File: src/rtl/tt_capture.sv
// Truth-table capture stage: accepts 16 in-order result triples, checks them
// against the golden equations, stores them and reports pass/fail.
module tt_capture (
  input  logic       clk,
  input  logic       rst,
  input  logic       start,
  input  logic       in_valid,
  output logic       in_ready,
  input  logic [3:0] in_row,
  input  logic [2:0] in_r,
  input  logic [3:0] rd_addr,
  output logic [2:0] rd_data,
  output logic       busy,
  output logic       done,
  output logic       pass,
  output logic [4:0] fail_cnt,
  output logic [4:0] r1_cnt,
  output logic [4:0] r3_cnt,
  output logic       seq_err
);

  typedef enum logic [1:0] {IDLE, CAPTURE, DONE} state_t;

  localparam logic [4:0] CNT_MAX = 5'd16;

  state_t      state;
  logic [3:0]  exp_row;
  logic [15:0] valid;
  logic [2:0]  tbl [16];

  logic       w, x, y, z;
  logic       g1, g2, g3;
  logic [2:0] golden;
  logic       arm, accept, write;

  always_comb begin
    {w, x, y, z} = in_row;
    g1     = x | (~y & z);
    g2     = ~(~(~y & z) & ~x);
    g3     = (w & x & y & z) | (~w & ~x & ~y & ~z);
    golden = {g3, g2, g1};
    arm    = start && (state != CAPTURE);
    accept = in_valid && in_ready;
    write  = accept && (in_row == exp_row);
  end

  function automatic logic [4:0] sat_inc(input logic [4:0] c, input logic en);
    return (en && c != CNT_MAX) ? c + 5'd1 : c;
  endfunction

  always_ff @(posedge clk) begin
    if (rst) begin
      state    <= IDLE;
      in_ready <= 1'b0;
      busy     <= 1'b0;
      done     <= 1'b0;
      fail_cnt <= '0;
      r1_cnt   <= '0;
      r3_cnt   <= '0;
      seq_err  <= 1'b0;
      exp_row  <= '0;
      valid    <= '0;
    end else if (arm) begin
      state    <= CAPTURE;
      in_ready <= 1'b1;
      busy     <= 1'b1;
      done     <= 1'b0;
      fail_cnt <= '0;
      r1_cnt   <= '0;
      r3_cnt   <= '0;
      seq_err  <= 1'b0;
      exp_row  <= '0;
      valid    <= '0;
    end else if (state == CAPTURE && accept) begin
      if (write) begin
        valid[in_row] <= 1'b1;
        fail_cnt      <= sat_inc(fail_cnt, in_r != golden);
        r1_cnt        <= sat_inc(r1_cnt, in_r[0]);
        r3_cnt        <= sat_inc(r3_cnt, in_r[2]);
        exp_row       <= exp_row + 4'd1;
        if (in_row == 4'd15) begin
          state    <= DONE;
          in_ready <= 1'b0;
          busy     <= 1'b0;
          done     <= 1'b1;
        end
      end else begin
        seq_err <= 1'b1;
      end
    end
  end

  always_ff @(posedge clk) begin
    if (write)
      tbl[in_row] <= in_r;
  end

  // Read reflects the table as it stands after this edge: a start clears it,
  // a same-address write is forwarded.
  always_ff @(posedge clk) begin
    if (rst || arm)
      rd_data <= '0;
    else if (write && in_row == rd_addr)
      rd_data <= in_r;
    else
      rd_data <= valid[rd_addr] ? tbl[rd_addr] : 3'b000;
  end

  assign pass = done && (fail_cnt == 5'd0) && !seq_err;

endmodule

File: config.mk
export PLATFORM = sky130hd
export DESIGN_NAME = tt_capture
export DESIGN_NICKNAME = d
export VERILOG_FILES = /design/src/rtl/tt_capture.sv
export SDC_FILE = /design/constraint.sdc
export NUM_CORES = 1
export LEC_CHECK = 0
export ABC_AREA = 1
export BUFFER_PORTS_ARGS = -buffer_cell sky130_fd_sc_hd__buf_2
export CAP_MARGIN = 15
export CORE_UTILIZATION = 45
export DETAILED_ROUTE_END_ITERATION = 12
export SKIP_CTS_REPAIR_TIMING = 1
export SLEW_MARGIN = 0
export SYNTH_ARGS = -nofsm -noshare
export SYNTH_HDL_FRONTEND = slang
export SYNTH_SLANG_ARGS = --single-unit
export TNS_END_PERCENT = 5
File: constraint.sdc
create_clock -name clk -period 3.2 [get_ports clk]
set_input_delay 0.48 -clock clk [delete_from_list [all_inputs] [get_ports clk]]
set_output_delay 0.48 -clock clk [all_outputs]
set_load 0.1 [all_outputs]
==> summary.txt <==
outcome: completed
Final #Nets: 575
Data required, critical path: 2.72 ns
Ys Warns: 0
Seq cells post-synth: 89
post-DP HPWL: 6.711 mm
unrepaired setup endpoints after global routing: no
maximum root-to-sink buffer count: 2
Cells after Synth: 520
sequential fraction of the synthesis area: 52.59%
vias in the first global route: 3234
reg2reg setup slack: 1.22 ns
initial DRC count: 240
Min-Delay Path Class: in2reg
Die Wd: 99.77 um
Pwr Density: 451.0 mW/mm^2
drt drc: 0
number of antenna diodes: 0
Slew HR: 28.88%
startpoint class of the critical path: flop
slowest CP cell: buf_2
PortBufs: 37
Worst VDD drop: 201.1 uV
Hold Crit Depth: 2
Hold Crit Start: rst
core outline area: 0.009240 sq mm
commonest non-fill, non-tap cell in the layout: nand2_1
initial core utilization: 46.55%
die footprint: 0.009954 sq mm
most used cell, CP: nor2_1
via count: 3459
Max Cap Viol: 0
final wirelength: 9.840 mm
CP Capture Type: primary output
mapped cell area: 0.004302 sq mm
Clock Skew: 0.01123 ns
Critical Path Start: fail_cnt[0]$_SDFFE_PP0P_
setup TNS: 0 ns
DR top layer: met4
Slew @ Worst Pin: 1.066 ns
All-Layer GR Usage: 20.97%
CTS sink cnt: 89
drt pass-1 iters: 4
crit path max fanout: 5
met1 wire length: 4.618 mm
grt total ovfl: 0
crit share post-route: 68.10%
fillcell total: 914
Num CTS Buffers: 9
Final Hold Viols: 0
Reg2Reg Depth: 9
critical path class: reg2out
Synth Area per Inst: 8.272 sq um
unique cell type count in the Yosys netlist: 30
gpl congestion: 0.8163
first-pass GRT wire length: 16.10 mm
R2R Path End: fail_cnt[3]$_SDFFE_PP0P_
total power: 2.148 mW
antenna-violating nets left: 0
initial antenna violation count: 0
area grow syn2layout: 10.73%
met3 WL: 545 um
f_max: 458.9 MHz
syn_nets: 542
fin crit period: 2.179 ns
largest net degree at the start of global routing: 35
layout cells sized above 1: 12.01%
root buffer selected by CTS: clkbuf_8
routed wl met2: 4.584 mm
commonest non-fill, non-tap cells in the layout: nand2_1 (133), inv_1 (77), nand3_1 (73)
Avg Vias per Cell: 5.035
DR WL/cell: 14.32 um
CP Cell Sequence: inv_1, ha_1, nand2_1, nor2_1, nand3_1, nor2_1, buf_2
dpl ws: 1.008 ns
final-report max-slew violation count: 0
IO Pins: 38
critical path arrival: 1.70 ns
CTS tree: yes
Clk Latency, worst-skew pair: 0.35 ns
fin worst setup slack: 1.021 ns
Hold Slack: 0.2829 ns
Worst R2R Start: state[0]$_SDFFE_PP0P_
Hold EP: state[0]$_SDFFE_PP0P_
Core Rows: 35
Reg clk slew, reported paths: 0.09 ns
Slowest Stage Delay on Critical Path: 0.42 ns
number of endpoints failing setup at the final stage: 0
Leak: 2.026 nW
Max H-tree Level: 3
Die Y-Extent: 99.77 um
==> power breakdown <==
part	leakage [nW]	total [mW]	internal, mW	switching (mW)
logic	1.18	0.192	0.0450	0.147
clock network	0.0832	0.751	0.359	0.392
registers	0.762	1.20	1.20	0.00190
total	2.03	2.15	1.61	0.541
==> synthesized netlist by cell type <==
cell type  instances  area, sq um
nand2_1          133        499.2
inv_1             77        289.0
nand3_1           73        365.4
edfxtp_1          48         1441
dfxtp_1           41        820.8
a21oi_1           39        195.2
nor2_1            21        78.83
nor3_1            15        75.07
clkbuf_1          11        41.29
nand4_1            8        50.05
xor2_1             8        70.07
ha_1               7        87.58
o21ai_0            6        30.03
xnor2_1            5        43.79
buf_2              4        20.02
inv_2              4        15.01
a31oi_1            2        12.51
buf_4              2        15.01
clkinv_1           2        7.510
nand2_2            2        12.51
nand2_4            2        22.52
o21ai_1            2        10.01
buf_6              1        11.26
buf_8              1        15.01
nand3_2            1        10.01
nand3_4            1        17.52
nor2_2             1        6.260
nor2_4             1        11.26
nor2_8             1        20.02
o211ai_1           1        7.510
==> critical path, delay by kind of cell (launching register included) <==
family	cells	cell delay (ns)
simple gates	4	0.34
buf+inv	2	0.50
flops	1	0.36
fa+ha+maj	1	0.14
==> per-stage QoR <==
stage	instance area, sq um	util [%]	std cells
floorplan	4302	-	520
finish	4763	51.55	687
detailed placement	4576	49.52	671
CTS	4763	51.55	687
global route	4763	51.55	687
global placement	4576	49.52	671
==> how the worst max path moves through the flow <==
stage               cells after the start                        to  slack [ns]
global placement                        9  fail_cnt[1]$_SDFFE_PP0P_        1.08
floorplan                               6                      pass        0.19
finish                                  7                      pass        1.02
detailed placement                      9  fail_cnt[2]$_SDFFE_PP0P_        1.01
CTS                                     7                      pass         1.0
global route                            7                      pass        0.90
==> layout make-up <==
cell class / instances / area [sq um] / share of cell area [%]
Inverter: 83 / 311.5 / 6.541
Timing Repair Buffer: 41 / 215.2 / 4.518
Multi-Input combinational cell: 329 / 1625 / 34.12
Clock buffer: 11 / 131.4 / 2.758
Tap cell: 129 / 161.4 / 3.388
Clock inverter: 5 / 56.30 / 1.182
Sequential cell: 89 / 2262 / 47.49
==> logic make-up after synthesis <==
| family | after synthesis | synth area share (%) |
|---|---|---|
| simple gates | 259 | 27.17 |
| buf+inv | 102 | 9.628 |
| compound gates | 50 | 5.934 |
| xor+xnor | 13 | 2.647 |
| flops | 89 | 52.59 |
| fa+ha+maj | 7 | 2.036 |
==> layer usage <==
metal	track usage (%)	vias up
li1	-	1749
met1	28.85	1594
met2	33.53	105
met3	2.994	11
met4	8.258	0
met5	0	-
==> sequential cells by signal (all words and copies together) (netlist names) <==
| name | count |
|---|---|
| exp_row | 4 |
| fail_cnt | 5 |
| r1_cnt | 5 |
| r3_cnt | 5 |
| rd_data | 3 |
| seq_err | 1 |
| state | 2 |
| tbl | 48 |
| valid | 16 |
Note: power is estimated with default switching activity, not from simulation.
